==> config.mk <==
export PLATFORM = sky130hd
export DESIGN_NAME = alu_sequencer_flat
export DESIGN_NICKNAME = d
export VERILOG_FILES = /design/src/rtl/alu_sequencer_if.sv /design/src/rtl/alu_sequencer.sv /design/src/flat_wrapper.sv
export SDC_FILE = /design/constraint.sdc
export NUM_CORES = 1
export LEC_CHECK = 0
export BUFFER_PORTS_ARGS = -buffer_cell sky130_fd_sc_hd__buf_2
export CAP_MARGIN = 30
export CORE_ASPECT_RATIO = 1.25
export CORE_MARGIN = 4
export CORE_UTILIZATION = 25
export DETAILED_ROUTE_END_ITERATION = 12
export PLACE_DENSITY = 0.47
export RECOVER_POWER = 50
export SLEW_MARGIN = 15
export SYNTH_ARGS = -nofsm -noshare
export SYNTH_HDL_FRONTEND = slang
export SYNTH_SLANG_ARGS = --single-unit
==> constraint.sdc <==
create_clock -name clk -period 3.1 [get_ports clk]
set_clock_uncertainty 0.1 [all_clocks]
set_input_delay 0.155 -clock clk [delete_from_list [all_inputs] [get_ports clk]]
set_output_delay 0.155 -clock clk [all_outputs]
set_load 0.01 [all_outputs]
==> src/rtl/alu_sequencer_if.sv <==
// Command, ALU-side, status and debug signals of the ALU operand/writeback sequencer.
// The slave modport is the sequencer; the master modport is the command source / ALU / debug side.
interface alu_sequencer_if #(
    parameter int BUS_SIZE  = 32,
    parameter int OP_W      = 8,
    parameter int FLAG_W    = 4,
    parameter int REG_COUNT = 8,
    parameter int RA_W      = $clog2(REG_COUNT)
);
    logic                cmd_valid;
    logic                cmd_ready;
    logic [OP_W-1:0]     cmd_op;
    logic [RA_W-1:0]     cmd_rd;
    logic [RA_W-1:0]     cmd_rs1;
    logic [RA_W-1:0]     cmd_rs2;
    logic                cmd_imm_en;
    logic [BUS_SIZE-1:0] cmd_imm;
    logic                cmd_use_carry;

    logic [OP_W-1:0]     alu_op;
    logic [BUS_SIZE-1:0] alu_a;
    logic [BUS_SIZE-1:0] alu_b;
    logic                alu_cin;
    logic [BUS_SIZE-1:0] alu_result;
    logic [FLAG_W-1:0]   alu_flags;

    logic [FLAG_W-1:0]   flags;
    logic                done;
    logic [RA_W-1:0]     done_rd;
    logic [RA_W-1:0]     dbg_addr;
    logic [BUS_SIZE-1:0] dbg_data;

    modport slave (
        input  cmd_valid, cmd_op, cmd_rd, cmd_rs1, cmd_rs2, cmd_imm_en, cmd_imm, cmd_use_carry,
        output cmd_ready,
        output alu_op, alu_a, alu_b, alu_cin,
        input  alu_result, alu_flags,
        output flags, done, done_rd,
        input  dbg_addr,
        output dbg_data
    );

    modport master (
        output cmd_valid, cmd_op, cmd_rd, cmd_rs1, cmd_rs2, cmd_imm_en, cmd_imm, cmd_use_carry,
        input  cmd_ready,
        input  alu_op, alu_a, alu_b, alu_cin,
        output alu_result, alu_flags,
        input  flags, done, done_rd,
        output dbg_addr,
        input  dbg_data
    );
endinterface

==> src/rtl/alu_sequencer.sv <==
// Operand fetch / writeback stage in front of the ALU: register file, one command in flight,
// operands presented for one EXEC cycle, result and flags captured, result written back in WB.
//
// state | meaning
// IDLE  | cmd_ready high; accepted command latches operands into holding registers
// EXEC  | holding registers drive the ALU; result and flags sampled at end of cycle
// WB    | done pulse; result written to rd (discarded for r0)
module alu_sequencer #(
    parameter int BUS_SIZE  = 32,
    parameter int OP_W      = 8,
    parameter int FLAG_W    = 4,
    parameter int CARRY_BIT = 0,
    parameter int REG_COUNT = 8
) (
    input  logic            clk,
    input  logic            rst_n,
    alu_sequencer_if.slave  bus
);
    localparam int RA_W = $clog2(REG_COUNT);

    typedef enum logic [1:0] {
        IDLE = 2'd0,
        EXEC = 2'd1,
        WB   = 2'd2
    } state_t;

    state_t              state_q, state_d;
    logic [OP_W-1:0]     op_q, op_d;
    logic [BUS_SIZE-1:0] a_q, a_d;
    logic [BUS_SIZE-1:0] b_q, b_d;
    logic                cin_q, cin_d;
    logic [RA_W-1:0]     rd_q, rd_d;
    logic [BUS_SIZE-1:0] res_q, res_d;
    logic [FLAG_W-1:0]   flags_q, flags_d;
    logic [BUS_SIZE-1:0] rf_q [REG_COUNT];
    logic [BUS_SIZE-1:0] rf_d [REG_COUNT];

    always_comb begin
        state_d = state_q;
        op_d    = op_q;
        a_d     = a_q;
        b_d     = b_q;
        cin_d   = cin_q;
        rd_d    = rd_q;
        res_d   = res_q;
        flags_d = flags_q;
        rf_d    = rf_q;
        case (state_q)
            IDLE: begin
                if (bus.cmd_valid) begin
                    op_d    = bus.cmd_op;
                    a_d     = rf_q[bus.cmd_rs1];
                    b_d     = bus.cmd_imm_en ? bus.cmd_imm : rf_q[bus.cmd_rs2];
                    cin_d   = bus.cmd_use_carry & flags_q[CARRY_BIT];
                    rd_d    = bus.cmd_rd;
                    state_d = EXEC;
                end
            end
            EXEC: begin
                res_d   = bus.alu_result;
                flags_d = bus.alu_flags;
                state_d = WB;
            end
            WB: begin
                // r0 is hardwired to zero, so its write is simply dropped
                if (rd_q != '0) begin
                    rf_d[rd_q] = res_q;
                end
                state_d = IDLE;
            end
            default: state_d = IDLE;
        endcase
    end

    always_ff @(posedge clk or negedge rst_n) begin
        if (!rst_n) begin
            state_q <= IDLE;
            op_q    <= '0;
            a_q     <= '0;
            b_q     <= '0;
            cin_q   <= 1'b0;
            rd_q    <= '0;
            res_q   <= '0;
            flags_q <= '0;
            for (int i = 0; i < REG_COUNT; i++) begin
                rf_q[i] <= '0;
            end
        end else begin
            state_q <= state_d;
            op_q    <= op_d;
            a_q     <= a_d;
            b_q     <= b_d;
            cin_q   <= cin_d;
            rd_q    <= rd_d;
            res_q   <= res_d;
            flags_q <= flags_d;
            rf_q    <= rf_d;
        end
    end

    // Holding registers only change on accept, so they also hold the ALU inputs steady outside EXEC.
    assign bus.cmd_ready = (state_q == IDLE);
    assign bus.alu_op    = op_q;
    assign bus.alu_a     = a_q;
    assign bus.alu_b     = b_q;
    assign bus.alu_cin   = cin_q;
    assign bus.flags     = flags_q;
    assign bus.done      = (state_q == WB);
    assign bus.done_rd   = rd_q;
    assign bus.dbg_data  = (bus.dbg_addr == '0) ? '0 : rf_q[bus.dbg_addr];
endmodule
==> src/flat_wrapper.sv <==
// flat-port wrapper written by rule: the top's interface ports become plain ports
module alu_sequencer_flat 
#(
    parameter int BUS_SIZE  = 32,
    parameter int OP_W      = 8,
    parameter int FLAG_W    = 4,
    parameter int CARRY_BIT = 0,
    parameter int REG_COUNT = 8
)
  (clk, rst_n, bus_cmd_valid, bus_cmd_op, bus_cmd_rd, bus_cmd_rs1, bus_cmd_rs2, bus_cmd_imm_en, bus_cmd_imm, bus_cmd_use_carry, bus_cmd_ready, bus_alu_op, bus_alu_a, bus_alu_b, bus_alu_cin, bus_alu_result, bus_alu_flags, bus_flags, bus_done, bus_done_rd, bus_dbg_addr, bus_dbg_data);
  alu_sequencer_if #(.BUS_SIZE(BUS_SIZE), .OP_W(OP_W), .FLAG_W(FLAG_W), .REG_COUNT(REG_COUNT)) bus_i ();
  input  logic clk;
  input  logic rst_n;
  input wire logic [$bits(bus_i.cmd_valid)-1:0] bus_cmd_valid;
  input wire logic [$bits(bus_i.cmd_op)-1:0] bus_cmd_op;
  input wire logic [$bits(bus_i.cmd_rd)-1:0] bus_cmd_rd;
  input wire logic [$bits(bus_i.cmd_rs1)-1:0] bus_cmd_rs1;
  input wire logic [$bits(bus_i.cmd_rs2)-1:0] bus_cmd_rs2;
  input wire logic [$bits(bus_i.cmd_imm_en)-1:0] bus_cmd_imm_en;
  input wire logic [$bits(bus_i.cmd_imm)-1:0] bus_cmd_imm;
  input wire logic [$bits(bus_i.cmd_use_carry)-1:0] bus_cmd_use_carry;
  output wire logic [$bits(bus_i.cmd_ready)-1:0] bus_cmd_ready;
  output wire logic [$bits(bus_i.alu_op)-1:0] bus_alu_op;
  output wire logic [$bits(bus_i.alu_a)-1:0] bus_alu_a;
  output wire logic [$bits(bus_i.alu_b)-1:0] bus_alu_b;
  output wire logic [$bits(bus_i.alu_cin)-1:0] bus_alu_cin;
  input wire logic [$bits(bus_i.alu_result)-1:0] bus_alu_result;
  input wire logic [$bits(bus_i.alu_flags)-1:0] bus_alu_flags;
  output wire logic [$bits(bus_i.flags)-1:0] bus_flags;
  output wire logic [$bits(bus_i.done)-1:0] bus_done;
  output wire logic [$bits(bus_i.done_rd)-1:0] bus_done_rd;
  input wire logic [$bits(bus_i.dbg_addr)-1:0] bus_dbg_addr;
  output wire logic [$bits(bus_i.dbg_data)-1:0] bus_dbg_data;
  assign bus_i.cmd_valid = bus_cmd_valid;
  assign bus_i.cmd_op = bus_cmd_op;
  assign bus_i.cmd_rd = bus_cmd_rd;
  assign bus_i.cmd_rs1 = bus_cmd_rs1;
  assign bus_i.cmd_rs2 = bus_cmd_rs2;
  assign bus_i.cmd_imm_en = bus_cmd_imm_en;
  assign bus_i.cmd_imm = bus_cmd_imm;
  assign bus_i.cmd_use_carry = bus_cmd_use_carry;
  assign bus_cmd_ready = bus_i.cmd_ready;
  assign bus_alu_op = bus_i.alu_op;
  assign bus_alu_a = bus_i.alu_a;
  assign bus_alu_b = bus_i.alu_b;
  assign bus_alu_cin = bus_i.alu_cin;
  assign bus_i.alu_result = bus_alu_result;
  assign bus_i.alu_flags = bus_alu_flags;
  assign bus_flags = bus_i.flags;
  assign bus_done = bus_i.done;
  assign bus_done_rd = bus_i.done_rd;
  assign bus_i.dbg_addr = bus_dbg_addr;
  assign bus_dbg_data = bus_i.dbg_data;
  alu_sequencer #(.BUS_SIZE(BUS_SIZE), .OP_W(OP_W), .FLAG_W(FLAG_W), .CARRY_BIT(CARRY_BIT), .REG_COUNT(REG_COUNT)) u_core (.clk(clk), .rst_n(rst_n), .bus(bus_i));
endmodule
# Yosys cells after proc, flatten, opt, wreduce, memory -nomap -nowiden

Cells that the tools add are included.

Add/subtract/negate cells: 0
$lt $le $gt $ge: 5
Bitwise logic cells: 5
Shift-type cells: 0
Div/mod/pow operators: 0
Muxes and demuxes: 16
Reductions and logical operators: 6
Equality and inequality tests: 3
$mul: 0

Operator list:

| operator                                                   | number |
|---|---|
| binary-select mux 32 bit (select 3 bit)                    | 3 |
| 2-to-1 mux 32 bit                                          | 9 |
| bitwise mux 256 bit                                        | 1 |
| demux 32 bit (select 3 bit)                                | 1 |
| greater-or-equal comparator 4 bit, second input constant   | 4 |
| NOT 3 -> 4 bit                                             | 4 |
| less-than comparator 4 x 1 -> 1 bit, second input constant | 1 |
| one-hot mux 2 bit (2 select lines)                         | 1 |
| AND reduction 2 bit                                        | 2 |
| zero test 3 bit                                            | 1 |
| nonzero test 3 bit                                         | 1 |
| == test 2 x 1 -> 1 bit, second input constant              | 1 |
| == test 2 bit, second input constant                       | 1 |
| zero test 2 bit                                            | 1 |
| 2-to-1 mux 2 bit                                           | 1 |
| != test 2 bit, second input constant                       | 1 |
| bitwise AND 1 bit                                          | 1 |
| logical AND 1 bit                                          | 1 |

Bits in read-only memories: 0
Bits in registers: 370
Latch bits: 0
Word-level logic and storage cells: 51
Memories kept: 0
RAM bits: 0
Output and inout bits: 114

# Longest topological paths before layout

Gate-level depths: netlist of run 1.

Word-level depth: 6
Gate-level depth with buffers: 6
Depth with buffers taken out: 4

# Worst setup path after synthesis of run 1

No wires, ideal clock.

Kind: register to register
Start point: reg u_core.state_q[1]
End point: reg u_core.b_q[18], in the netlist u_core.bus.alu_b[18]
Clock period less this slack: 1.731 ns
Path slack: 1.369 ns
Cell stages (with the launch flop): 7
Buffers on the path: 2
Arrival time: 1.502 ns
Setup time: 0.128 ns
Path through: dfrtp_1 or3b_1 clkbuf_1 inv_2 buf_4 mux2i_1 o31ai_1

Longest elaborated chain between the ends: 2

Ends and longest elaborated chain:

| what                                 | RTL line            | source |
|---|---|---|
| start, declared                      | alu_sequencer.sv:27 | `state_t state_q, state_d;` |
| start signal, assigned               | alu_sequencer.sv:89 | `state_q <= state_d;` |
| zero test 2 bit                      | alu_sequencer.sv:48 | `case (state_q)` |
| AND reduction 2 bit (no source line) | --                  |  |
| end signal, assigned                 | alu_sequencer.sv:80 | `b_q <= '0;` |
| end signal, assigned                 | alu_sequencer.sv:92 | `b_q <= b_d;` |
| end, declared                        | alu_sequencer.sv:30 | `logic [BUS_SIZE-1:0] b_q, b_d;` |

No other way between the ends.
A chain may end at the register's enable or synchronous reset.

# Worst setup path after layout of run 1

Start point: reg u_core.state_q[0]
End point: reg u_core.rf_q[19] (netlist bit)

Longest elaborated chain between the ends: 2

Ends and longest elaborated chain:

| what                                 | RTL line            | source |
|---|---|---|
| == test 2 bit                        | alu_sequencer.sv:48 |  |
| AND reduction 2 bit (no source line) | --                  |  |
| end signal, assigned                 | alu_sequencer.sv:97 | `rf_q <= rf_d;` |
| end, declared                        | alu_sequencer.sv:35 | `logic [BUS_SIZE-1:0] rf_q [REG_COUNT];` |

No other way between the ends.

==> metrics.json, run 1 <==
{
  "status": {"value": "completed"},
  "pwr_density_cell": {"value": 825, "unit": "mW/mm^2"},
  "cts_htree_levels": {"value": 2},
  "post_synth_edffs": {"value": 0},
  "wl_per_cell": {"value": 24.9, "unit": "um"},
  "worst_hold_path.num_cells": {"value": 4},
  "cts.clk_slew.worst_paths": {"value": 0.06, "unit": "ns"},
  "synthCells": {"value": 1553},
  "ir_drop": {"value": 0.399, "unit": "mV"},
  "post-synth-top-area-cell": {"value": "sky130_fd_sc_hd__dfrtp_1"},
  "gp_congestion": {"value": 0.786},
  "core-area": {"value": 0.0776, "unit": "mm^2"},
  "tightest_slew": {"value": 1.42, "unit": "ns"},
  "critPathArrivalTime": {"value": 2.60, "unit": "ns"},
  "synth_common_cells": {"value": "382 x sky130_fd_sc_hd__mux2_2, 370 x sky130_fd_sc_hd__dfrtp_1, 153 x sky130_fd_sc_hd__mux2i_1"},
  "totalNegativeSetupSlack": {"value": 0, "unit": "ns"},
  "period_minus_slack": {"value": 2.27, "unit": "ns"},
  "synthDominantCellAreaShare": {"value": 0.472},
  "die_h": {"value": 321, "unit": "um"},
  "worstSetupStartpointType": {"value": "flip-flop"},
  "holdCritStartpoint": {"value": "bus_cmd_imm[2]"},
  "num_io_pins": {"value": 207},
  "floorplan.die.width": {"value": 259, "unit": "um"},
  "post-synth-top-count-cell": {"value": "sky130_fd_sc_hd__mux2_2"},
  "source_to_sink_clock_delay_at_the_later_pin_of_the_worst_skew_pair": {"value": 0.57, "unit": "ns"},
  "tritoncts_clock_tree": {"value": "yes"},
  "synth_sequential_area_ratio": {"value": 0.472},
  "yosysUniqueCellTypes": {"value": 38},
  "hold_viol": {"value": 0},
  "synth-async-reset-ratio": {"value": 1.00},
  "worst_setup_path_end_kind": {"value": "flip-flop"},
  "numPortBuffers": {"value": 206},
  "crit-reg2reg-capture": {"value": "u_core.rf_q[19]$_DFFE_PN0P_"},
  "clock_tree.root_cell": {"value": "sky130_fd_sc_hd__clkbuf_16"},
  "drt_drc_violations_left": {"value": 0},
  "synth.net_count": {"value": 1646},
  "synth-warning-count": {"value": 0},
  "post_cts_resized": {"value": 0},
  "dr_total_vias": {"value": 14400},
  "maxCapViolCount": {"value": 0},
  "grt_max_degree": {"value": 91},
  "area_growth_syn_to_layout": {"value": 22.6, "unit": "%"},
  "post-layout-total-power": {"value": 19.9, "unit": "mW"},
  "synth.avg_cell_area": {"value": 12.6, "unit": "um^2"},
  "power.static_leakage": {"value": 10.6, "unit": "nW"},
  "post-dp-hpwl": {"value": 45000, "unit": "um"},
  "timing.fmax": {"value": 441, "unit": "MHz"},
  "cts.sink_count": {"value": 370},
  "finish.net_count": {"value": 1871},
  "ys_ff_latch": {"value": 370},
  "final_layout_size_suffix_gt1_frac": {"value": 0.395},
  "num_rows": {"value": 114},
  "min-delay-path-class": {"value": "in2reg"},
  "clockBufferDepth": {"value": 3},
  "cts-buffers-inserted": {"value": 42},
  "grt_first_pass_wirelength": {"value": 105000, "unit": "um"},
  "number_of_global_route_vias_before_repair": {"value": 15400},
  "hold_end": {"value": "u_core.bus.alu_b[2]$_DFFE_PN0P_"},
  "grt_setup_unrepaired": {"value": "false"},
  "timing_worst_setup_path_type": {"value": "reg2reg"},
  "floorplan.die_area": {"value": 0.0831, "unit": "mm^2"},
  "synth.cell_area": {"value": 0.0196, "unit": "mm^2"},
  "crit_path_max_fanout": {"value": 14},
  "postRouteAntennaNets": {"value": 0},
  "global_route.usage.total": {"value": 0.167},
  "setup.reg_to_reg.worst_slack": {"value": 0.83, "unit": "ns"},
  "setup_violations": {"value": 0},
  "initial_utilization": {"value": 0.253},
  "synth_area_leaders": {"value": "sky130_fd_sc_hd__dfrtp_1 47%, sky130_fd_sc_hd__mux2_2 22%, sky130_fd_sc_hd__mux2i_1 7.8%"},
  "grt-ovfl-total": {"value": 0},
  "initial_drt_pass_iterations": {"value": 5},
  "antenna_found_initial": {"value": 3},
  "slew_viol_final": {"value": 0},
  "avgViaCountPerCell": {"value": 5.06},
  "count_of_cells_along_the_worst_register_to_register_path": {"value": 4},
  "cp_data_required_time": {"value": 3.43, "unit": "ns"},
  "layout_worst_path_cycle_share": {"value": 0.731},
  "worstReg2RegStart": {"value": "u_core.state_q[0]$_DFFE_PN0P_"},
  "finalWirelength": {"value": 70900, "unit": "um"},
  "timing.max_slew.rel_slack": {"value": 0.0548},
  "dr.first_iter.drc_count": {"value": 976},
  "synth_ff_type": {"value": "sky130_fd_sc_hd__dfrtp_1"}
}
sequential cells by signal, summed over array words and instances (netlist names):
name	flops
u_core.rf_q	256
u_core.bus.alu_a	32
u_core.bus.flags	4
u_core.state_q	2
u_core.bus.alu_b	32
u_core.bus.alu_cin	1
u_core.res_q	32
u_core.bus.done_rd	3
u_core.bus.alu_op	8
through the flow:
stage | hold WS (ns) | util | std cells | setup slack (ns) | cell area, um^2
floorplan | -0.241 | - | 1553 | 1.37 | 19600
global placement | 0.172 | 0.283 | 2696 | 0.813 | 22000
detailed placement | 0.177 | 0.284 | 2698 | 0.797 | 22000
CTS | 0.0322 | 0.312 | 2849 | 0.782 | 24200
global route | 0.0173 | 0.310 | 2849 | 0.515 | 24100
finish | 0.0764 | 0.310 | 2850 | 0.833 | 24100
cells in the final DEF (no fill, tap or decap), types with 2 or more instances in the layout:
cell type | Yosys | routed
sky130_fd_sc_hd__mux2_2 | 382 | 382
sky130_fd_sc_hd__clkbuf_16 | 0 | 43
sky130_fd_sc_hd__nand2_2 | 0 | 2
sky130_fd_sc_hd__a21oi_1 | 31 | 31
sky130_fd_sc_hd__mux2i_1 | 153 | 153
sky130_fd_sc_hd__a221oi_1 | 31 | 31
sky130_fd_sc_hd__nand2_1 | 71 | 69
sky130_fd_sc_hd__o22ai_1 | 64 | 64
sky130_fd_sc_hd__buf_12 | 0 | 17
sky130_fd_sc_hd__nor3b_4 | 0 | 2
sky130_fd_sc_hd__buf_4 | 7 | 36
sky130_fd_sc_hd__a22o_1 | 32 | 32
sky130_fd_sc_hd__nor2_4 | 0 | 2
sky130_fd_sc_hd__o31ai_1 | 45 | 45
sky130_fd_sc_hd__nand2b_2 | 0 | 3
sky130_fd_sc_hd__dlygate4sd3_1 | 0 | 80
sky130_fd_sc_hd__o221a_2 | 19 | 19
sky130_fd_sc_hd__mux4_2 | 32 | 32
sky130_fd_sc_hd__nand3b_1 | 21 | 21
sky130_fd_sc_hd__clkinv_2 | 0 | 8
sky130_fd_sc_hd__dfrtp_1 | 370 | 370
sky130_fd_sc_hd__and2_1 | 13 | 13
sky130_fd_sc_hd__buf_6 | 4 | 2
sky130_fd_sc_hd__bufinv_16 | 0 | 4
sky130_fd_sc_hd__o221ai_1 | 19 | 19
sky130_fd_sc_hd__clkbuf_1 | 86 | 85
sky130_fd_sc_hd__o21ai_0 | 13 | 13
sky130_fd_sc_hd__inv_1 | 31 | 31
sky130_fd_sc_hd__buf_16 | 0 | 2
sky130_fd_sc_hd__mux2_4 | 12 | 12
sky130_fd_sc_hd__clkbuf_8 | 0 | 4
sky130_fd_sc_hd__nor2b_4 | 0 | 3
sky130_fd_sc_hd__buf_2 | 62 | 129
sky130_fd_sc_hd__a211oi_1 | 13 | 13
sky130_fd_sc_hd__nor2b_1 | 18 | 15
critical path: stages, from the launching register on:
cell	delay, ns
sky130_fd_sc_hd__dfrtp_1	0.47
sky130_fd_sc_hd__nand3b_4	0.25
sky130_fd_sc_hd__nor2_4	0.60
sky130_fd_sc_hd__buf_4	0.36
sky130_fd_sc_hd__mux2_2	0.37
cells by family (layout without fill, tap and decap cells):
family                 after synthesis  in the layout  share of synthesized area
DFF                                370            370                      0.472
muxes                              580            580                      0.344
buffers and inverters              194            446                     0.0439
AOI/OAI and AO/OA                  269            269                      0.102
and+or+nand+nor                    140            140                     0.0388
other                                0              1                          0
what timing repair did:
item,in CTS,in global routing
hold endpoints to repair,160,0
setup buffers,0,0
hold buffers,80,0
routing by layer:
layer | track usage | wire (um) | up-vias
met1 | 0.221 | 30900 | 7532
li1 | - | - | 6280
met3 | 0.0254 | 3500 | 127
met5 | 0 | 0 | -
met4 | 0.0524 | 2310 | 0
met2 | 0.283 | 34200 | 469
area by class of cell:
cell class / instances / area, um^2
Fill cell: 7994 / 53500
Multi-Input combinational cell: 989 / 9590
Sequential cell: 370 / 9260
Timing Repair Buffer: 343 / 2440
Tap cell: 1044 / 1310
Clock buffer: 57 / 1170
Clock inverter: 14 / 178
Inverter: 32 / 123
Antenna cell: 1 / 2.50
report_power, final:
| group | switching, mW | total [mW] | internal [mW] |
|---|---|---|---|
| sequential | 2.05 | 8.75 | 6.71 |
| clock | 2.06 | 5.03 | 2.96 |
| combinational | 2.61 | 6.07 | 3.47 |
worst max-delay path by stage:
stage	startpoint	endpoint	slack, ns	depth (start not counted)
2_1_floorplan	u_core.state_q[1]$_DFFE_PN0P_	u_core.bus.alu_b[18]$_DFFE_PN0P_	1.37	6
3_3_place_gp	u_core.state_q[1]$_DFFE_PN0P_	u_core.bus.alu_b[2]$_DFFE_PN0P_	0.81	4
3_5_place_dp	u_core.state_q[0]$_DFFE_PN0P_	u_core.rf_q[18]$_DFFE_PN0P_	0.80	4
4_1_cts	u_core.state_q[0]$_DFFE_PN0P_	u_core.rf_q[19]$_DFFE_PN0P_	0.78	4
5_1_grt	rst_n	u_core.rf_q[79]$_DFFE_PN0P_	0.51	3
6_report	u_core.state_q[0]$_DFFE_PN0P_	u_core.rf_q[19]$_DFFE_PN0P_	0.83	4
(Power assumes the default switching activity.)
==> run 2, diff against run 1 <==
Settings changed: ABC_AREA set to 1, PLACE_DENSITY 0.47 to 0.46.
Clock period 3.1 ns to 2.1 ns, I/O delays scaled along.
==> run 2 against run 1 <==
  * The flow now finishes with violations (max-capacitance violations, max-slew violations)
  * Sequential power grew 29%
  * Combinational power grew 34%
  * Global-route usage grew 2.2 points
  * Total power grew 39%
  * Utilization grew 0.33 points
  * Die area grew 4.8%
  * Via count grew 39%
  * Final cell count grew 45%
  * Register-to-register slack lost 0.59 ns
  * Hold slack lost 0.037 ns
  * Critical endpoint is now bus_dbg_data[18]
  * Routed wire length grew 19%
==> metrics.json, run 2 <==
{
  "status": {"value": "finished, violations left"},
  "violations": {"value": "max-capacitance violations, max-slew violations"},
  "final_design_area_no_fill": {"value": 0.0255, "unit": "mm^2"},
  "synthDominantCellAreaShare": {"value": 0.449},
  "cp_data_required_time": {"value": 1.89, "unit": "ns"},
  "finalWirelength": {"value": 84200, "unit": "um"},
  "layout_worst_path_cycle_share": {"value": 0.953},
  "synthCells": {"value": 2856},
  "source_to_sink_clock_delay_at_the_later_pin_of_the_worst_skew_pair": {"value": 0.59, "unit": "ns"},
  "critPathArrivalTime": {"value": 1.80, "unit": "ns"},
  "crit_path_max_fanout": {"value": 3},
  "synth_area_leaders": {"value": "sky130_fd_sc_hd__dfrtp_1 45%, sky130_fd_sc_hd__nand2_1 15%, sky130_fd_sc_hd__o21ai_0 9.0%"},
  "cts-buffers-inserted": {"value": 45},
  "synth_common_cells": {"value": "809 x sky130_fd_sc_hd__nand2_1, 370 x sky130_fd_sc_hd__dfrtp_1, 369 x sky130_fd_sc_hd__o21ai_0"},
  "post-synth-top-area-cell": {"value": "sky130_fd_sc_hd__dfrtp_1"},
  "critical_path.cell_chain": {"value": "inv_1, a21oi_1, o21ai_0, nand3_1, nand2_1, a21oi_1, buf_4, buf_2"},
  "postRouteAntennaNets": {"value": 0},
  "crit_family": {"value": "flip-flops"},
  "floorplan.die.width": {"value": 265, "unit": "um"},
  "tightest_slew": {"value": 1.86, "unit": "ns"},
  "synth-async-reset-ratio": {"value": 1.00},
  "timing.critical_path.mode_cell": {"value": "sky130_fd_sc_hd__a21oi_1"},
  "yosysUniqueCellTypes": {"value": 22},
  "final_core_utilization": {"value": 0.313},
  "final_cell_mix": {"value": "806 x sky130_fd_sc_hd__nand2_1, 370 x sky130_fd_sc_hd__dfrtp_1, 365 x sky130_fd_sc_hd__o21ai_0, 339 x sky130_fd_sc_hd__nand3_1, 200 x sky130_fd_sc_hd__inv_1"},
  "wl_per_cell": {"value": 20.3, "unit": "um"},
  "synth.net_count": {"value": 2949},
  "setup_violations": {"value": 0},
  "initial_utilization": {"value": 0.253},
  "cts_htree_levels": {"value": 2},
  "timing.fmax": {"value": 500, "unit": "MHz"},
  "post-dp-hpwl": {"value": 53600, "unit": "um"},
  "synth-warning-count": {"value": 0},
  "worstPathBufferInverterCount": {"value": 3},
  "cts.sink_count": {"value": 370},
  "gp_congestion": {"value": 0.802},
  "synth.cell_area": {"value": 0.0206, "unit": "mm^2"},
  "global_route.usage.total": {"value": 0.189},
  "pwr_density_cell": {"value": 1080, "unit": "mW/mm^2"},
  "dr_total_vias": {"value": 20000},
  "ir_drop": {"value": 0.539, "unit": "mV"},
  "clock_tree.root_cell": {"value": "sky130_fd_sc_hd__clkbuf_16"},
  "regMostFlops": {"value": "u_core.rf_q"},
  "grt_max_degree": {"value": 92},
  "synth_ff_type": {"value": "sky130_fd_sc_hd__dfrtp_1"},
  "synth.avg_cell_area": {"value": 7.21, "unit": "um^2"},
  "drt_drc_violations_left": {"value": 0},
  "cts.clk_slew.worst_paths": {"value": 0.06, "unit": "ns"},
  "min-delay-path-class": {"value": "in2reg"},
  "timing.critical_path.slowest_stage_cell": {"value": "sky130_fd_sc_hd__dfrtp_1"},
  "most_common_cell_after_layout_fill_and_taps_aside": {"value": "sky130_fd_sc_hd__nand2_1"},
  "worstSetupStartpointType": {"value": "flip-flop"},
  "cpPeakStageDelay": {"value": 0.37, "unit": "ns"},
  "grt_setup_unrepaired": {"value": "true"},
  "initial_drt_pass_iterations": {"value": 6},
  "post-synth-top-count-cell": {"value": "sky130_fd_sc_hd__nand2_1"},
  "worst_setup_path_end_kind": {"value": "output pin"},
  "num_rows": {"value": 117},
  "dpl-instance-area": {"value": 0.0231, "unit": "mm^2"},
  "power.static_leakage": {"value": 11.9, "unit": "nW"},
  "floorplan.die_area": {"value": 0.0871, "unit": "mm^2"},
  "dr.first_iter.drc_count": {"value": 1786},
  "avgViaCountPerCell": {"value": 4.84},
  "final_layout_size_suffix_gt1_frac": {"value": 0.149},
  "tritoncts_clock_tree": {"value": "yes"},
  "hold_viol": {"value": 0},
  "grt-ovfl-total": {"value": 0},
  "grt_first_pass_wirelength": {"value": 127000, "unit": "um"},
  "ys_ff_latch": {"value": 370},
  "timing.max_slew.rel_slack": {"value": -0.243},
  "num_io_pins": {"value": 207},
  "finish.net_count": {"value": 3132},
  "period_minus_slack": {"value": 2.00, "unit": "ns"},
  "synth_sequential_area_ratio": {"value": 0.449},
  "slew_viol_final": {"value": 5},
  "timing_worst_setup_path_type": {"value": "reg2out"},
  "die_h": {"value": 329, "unit": "um"},
  "post_synth_edffs": {"value": 0},
  "core-area": {"value": 0.0815, "unit": "mm^2"},
  "number_of_global_route_vias_before_repair": {"value": 19700},
  "maxCapViolCount": {"value": 1},
  "n_antenna_cell": {"value": 0},
  "antenna_found_initial": {"value": 1},
  "clockBufferDepth": {"value": 3},
  "area_growth_syn_to_layout": {"value": 24.0, "unit": "%"},
  "largest_reg_flops": {"value": 256},
  "numPortBuffers": {"value": 206}
}
==> run 2: what timing repair did <==
action | CTS | global route
setup buffers | 0 | 2
setup endpoints to repair | 3 | 16
resized for setup | 3 | 25
hold endpoints to repair | 451 | 0
pin swaps | 0 | 2
hold buffers | 90 | 0
==> run 2: routing by layer <==
| metal | vias up | routed length, um | GRT usage |
|---|---|---|---|
| met3 | 127 | 3560 | 0.0236 |
| li1 | 9742 | - | - |
| met4 | 0 | 3310 | 0.0762 |
| met2 | 563 | 41300 | 0.325 |
| met1 | 9610 | 36100 | 0.242 |
| met5 | - | 0 | 0 |
==> run 2: worst reg2reg max path: stages (launching register included) <==
cell and delay, ns:
sky130_fd_sc_hd__dfrtp_1 0.45, sky130_fd_sc_hd__nor2_1 0.22, sky130_fd_sc_hd__nand2_4 0.18, sky130_fd_sc_hd__a21oi_1 0.16, sky130_fd_sc_hd__dlygate4sd3_1 0.57, sky130_fd_sc_hd__a21oi_1 0.07
==> run 2: area by class of cell <==
class | instances | area, um^2
inverters | 213 | 802
well taps | 1071 | 1340
multi-input cells | 2021 | 9500
clock inverters | 24 | 264
flip-flops and latches | 370 | 9260
clock buffers | 58 | 1250
repair buffers | 388 | 3130
fillers | 8836 | 56000
==> run 2: worst paths after layout <==
check	from	to	slack [ns]	cells past startpoint
setup / recovery	u_core.rf_q[50]$_DFFE_PN0P_	bus_dbg_data[18]	0.1	8
hold / removal	bus_cmd_rs1[2]	u_core.bus.alu_a[25]$_DFFE_PN0P_	0.04	5
setup reg to reg	u_core.state_q[0]$_DFFE_PN0P_	u_core.bus.alu_b[25]$_DFFE_PN0P_	0.24	5
hold reg to reg	u_core.rf_q[242]$_DFFE_PN0P_	u_core.rf_q[242]$_DFFE_PN0P_	0.32	0
max in group asynchronous	rst_n	u_core.rf_q[153]$_DFFE_PN0P_	0.18	3
min in group asynchronous	rst_n	u_core.rf_q[130]$_DFFE_PN0P_	1.25	3
==> run 2: per-stage QoR <==
step	hold slack, ns	worst slack [ns]	cells	setup TNS, ns	power (mW)
5_1_grt	0.0810	-0.0171	4145	-0.0171	29.6
3_3_place_gp	-0.0605	0.341	3971	0	19.3
3_5_place_dp	-0.0557	0.336	3971	0	19.4
2_1_floorplan	-0.291	0.563	2856	0	16.1
6_report	0.0393	0.0993	4145	0	27.6
4_1_cts	0.0178	0.00823	4143	0	27.9
==> run 2: logic make-up after synthesis <==
family,Yosys count,share of synthesized area
simple gates,1295,0.260
compound gates,726,0.197
buf+inv,465,0.0939
flops,370,0.449
==> run 2: power by group <==
part           internal, mW  switching [mW]
registers              9.43            1.83
clock network          4.84            3.39
logic                  3.04            5.09
total                  17.3            10.3
==> run 3, diff against run 2 <==
Settings changed: CELL_PAD_IN_SITES_DETAIL_PLACEMENT set to 1, CELL_PAD_IN_SITES_GLOBAL_PLACEMENT set to 1, CTS_CLUSTER_SIZE set to 16, PLACE_DENSITY 0.46 to 0.57.
==> run 3 against run 2 <==
  * The run still ends with max-capacitance violations, max-slew violations left
  * Fmax shrank 3.6%
  * Final area grew 0.57%
  * Final cell count grew 0.19%
  * Global-route usage grew 2.0 points
  * Die area is the same
  * Sequential cell count is the same
  * Combinational power grew 6.4%
  * Routed wire length grew 12%
  * Count of clock-buffer cells in the layout grew 6
  * Critical path depth is the same
  * Via count grew 5.3%
  * Hold slack gained 0.11 ns
  * Critical endpoint is now u_core.bus.alu_b[23]$_DFFE_PN0P_
  * Largest power group unchanged
  * Highest routed layer unchanged
==> metrics.json, run 3 (synthesis gave the netlist of run 2 again) <==
{
  "dr_total_vias": {"value": 21100},
  "timing.max_slew.rel_slack": {"value": -0.0197},
  "cp_data_required_time": {"value": 2.48, "unit": "ns"},
  "status": {"value": "finished, violations left"},
  "core-area": {"value": 0.0815, "unit": "mm^2"},
  "period_minus_slack": {"value": 2.08, "unit": "ns"},
  "wl_per_cell": {"value": 22.6, "unit": "um"},
  "initial_utilization": {"value": 0.253},
  "floorplan.die_area": {"value": 0.0871, "unit": "mm^2"},
  "power.internal": {"value": 17.3, "unit": "mW"},
  "setup_violations": {"value": 0},
  "grt_max_degree": {"value": 96},
  "sequentialPowerShare": {"value": 0.402},
  "area_growth_syn_to_layout": {"value": 24.7, "unit": "%"},
  "timing_worst_setup_path_type": {"value": "in2reg"},
  "finish.net_count": {"value": 3139},
  "dr.first_iter.drc_count": {"value": 1215},
  "power_frac_clock": {"value": 0.290},
  "combPwrFrac": {"value": 0.308},
  "min-delay-path-class": {"value": "in2reg"},
  "crit_path_max_fanout": {"value": 14},
  "maxCapViolCount": {"value": 1},
  "most_common_cell_after_layout_fill_and_taps_aside": {"value": "sky130_fd_sc_hd__nand2_1"},
  "slew_viol_final": {"value": 11},
  "avgViaCountPerCell": {"value": 5.08},
  "layout_worst_path_cycle_share": {"value": 0.988},
  "timing.fmax": {"value": 482, "unit": "MHz"},
  "critPathArrivalTime": {"value": 2.46, "unit": "ns"},
  "dp.cells": {"value": 3965},
  "initial_drt_pass_iterations": {"value": 5},
  "tightest_slew": {"value": 1.53, "unit": "ns"},
  "cts.sink_count": {"value": 370},
  "power.switching_fraction": {"value": 0.383},
  "numPortBuffers": {"value": 206},
  "p_sw": {"value": 10.8, "unit": "mW"},
  "n_antenna_cell": {"value": 0},
  "antenna_found_initial": {"value": 0},
  "final_cell_mix": {"value": "805 x sky130_fd_sc_hd__nand2_1, 370 x sky130_fd_sc_hd__dfrtp_1, 359 x sky130_fd_sc_hd__o21ai_0, 336 x sky130_fd_sc_hd__nand3_1, 197 x sky130_fd_sc_hd__inv_1"},
  "die_h": {"value": 329, "unit": "um"},
  "gp_congestion": {"value": 0.841},
  "clock_tree.root_cell": {"value": "sky130_fd_sc_hd__clkbuf_16"},
  "cts_htree_levels": {"value": 2},
  "whs": {"value": 0.146, "unit": "ns"},
  "grt_setup_unrepaired": {"value": "true"},
  "final_non_filler_cells": {"value": 4153},
  "clockBufferDepth": {"value": 3},
  "num_io_pins": {"value": 207},
  "worst_setup_path_end_kind": {"value": "flip-flop"},
  "n_fill_cell": {"value": 9858},
  "grt_first_pass_wirelength": {"value": 141000, "unit": "um"},
  "post-dp-hpwl": {"value": 60200, "unit": "um"},
  "largest_reg_flops": {"value": 256},
  "num_rows": {"value": 117},
  "regMostFlops": {"value": "u_core.rf_q"},
  "postRouteAntennaNets": {"value": 0},
  "floorplan.die.width": {"value": 265, "unit": "um"},
  "pwr_density_cell": {"value": 1090, "unit": "mW/mm^2"},
  "worstSetupStartpointType": {"value": "input port"},
  "number_of_global_route_vias_before_repair": {"value": 22500},
  "hold_viol": {"value": 0},
  "ir_drop": {"value": 0.605, "unit": "mV"},
  "source_to_sink_clock_delay_at_the_later_pin_of_the_worst_skew_pair": {"value": 0.60, "unit": "ns"},
  "power.static_leakage": {"value": 11.9, "unit": "nW"},
  "final_layout_size_suffix_gt1_frac": {"value": 0.151},
  "drt_drc_violations_left": {"value": 0},
  "global_route.usage.total": {"value": 0.209},
  "violations": {"value": "max-capacitance violations, max-slew violations"},
  "cts-buffers-inserted": {"value": 45},
  "cts.clk_slew.worst_paths": {"value": 0.06, "unit": "ns"},
  "tritoncts_clock_tree": {"value": "yes"},
  "grt-ovfl-total": {"value": 0},
  "finalWirelength": {"value": 93900, "unit": "um"}
}
run 3: timing repair:
item | CTS | global route
hold buffers | 100 | 0
endpoints found under the setup margin | 10 | 31
setup buffers | 0 | 3
cloned | 0 | 2
endpoints found under the hold margin | 462 | 0
pin swaps | 0 | 10
resized for setup | 13 | 35
run 3: power groups by stage:
stage | clock network, mW | logic [mW] | registers (mW)
after CTS | 8.39 | 8.67 | 11.3
final | 8.13 | 8.64 | 11.3
after detailed placement | 0 | 8.36 | 11.4
after floorplan | 0 | 5.05 | 11.0
after global routing | 8.62 | 9.79 | 11.6
after global placement | 0 | 8.07 | 11.3
run 3: per-layer routing:
layer	global-route usage	share of wire	vias to the layer above
li1	-	-	9757
met1	0.260	0.43	10700
met2	0.371	0.50	485
met3	0.0288	0.036	141
met4	0.0765	0.035	0
met5	0	0	-
run 3: final timing paths:
path	end	cells past startpoint	slack [ns]	startpoint
setup / recovery	u_core.bus.alu_b[23]$_DFFE_PN0P_	8	0.02	bus_cmd_imm_en
hold / removal	u_core.bus.alu_op[5]$_DFFE_PN0P_	4	0.15	bus_cmd_op[5]
setup reg to reg	u_core.bus.alu_b[23]$_DFFE_PN0P_	7	0.10	u_core.rf_q[151]$_DFFE_PN0P_
hold reg to reg	u_core.rf_q[236]$_DFFE_PN0P_	0	0.32	u_core.rf_q[236]$_DFFE_PN0P_
max in group asynchronous	u_core.rf_q[48]$_DFFE_PN0P_	3	0.23	rst_n
min in group asynchronous	u_core.bus.alu_a[23]$_DFFE_PN0P_	3	1.03	rst_n
run 3: cell type report:
class	count	area [um^2]	share of cell area
clock inverter	19	188	0.00730
sequential	370	9260	0.360
timing repair buffer	395	3230	0.126
multi-input combinational	2021	9560	0.372
inverter	213	803	0.0313
clock buffer	64	1310	0.0509
tap	1071	1340	0.0522
run 3: critical path, cell delays in order:
cell                            delay, ns
sky130_fd_sc_hd__dlygate4sd3_1       0.53
sky130_fd_sc_hd__buf_2               0.23
sky130_fd_sc_hd__inv_2               0.13
sky130_fd_sc_hd__buf_4               0.27
sky130_fd_sc_hd__nand3_1             0.40
sky130_fd_sc_hd__nand2_1             0.16
sky130_fd_sc_hd__nand2_1             0.06
sky130_fd_sc_hd__dlygate4sd3_1       0.55
run 3: per-stage QoR:
stage	worst slack (ns)	total power [mW]	cell area [um^2]	util	TNS (ns)
after detailed placement	0.210	19.7	23000	0.282	0
after global routing	-0.00905	30.0	25700	0.315	-0.0457
final	0.0247	28.1	25700	0.315	0
after floorplan	0.563	16.1	20600	-	0
after global placement	0.159	19.3	23000	0.282	0
after CTS	0.00117	28.3	25600	0.314	0
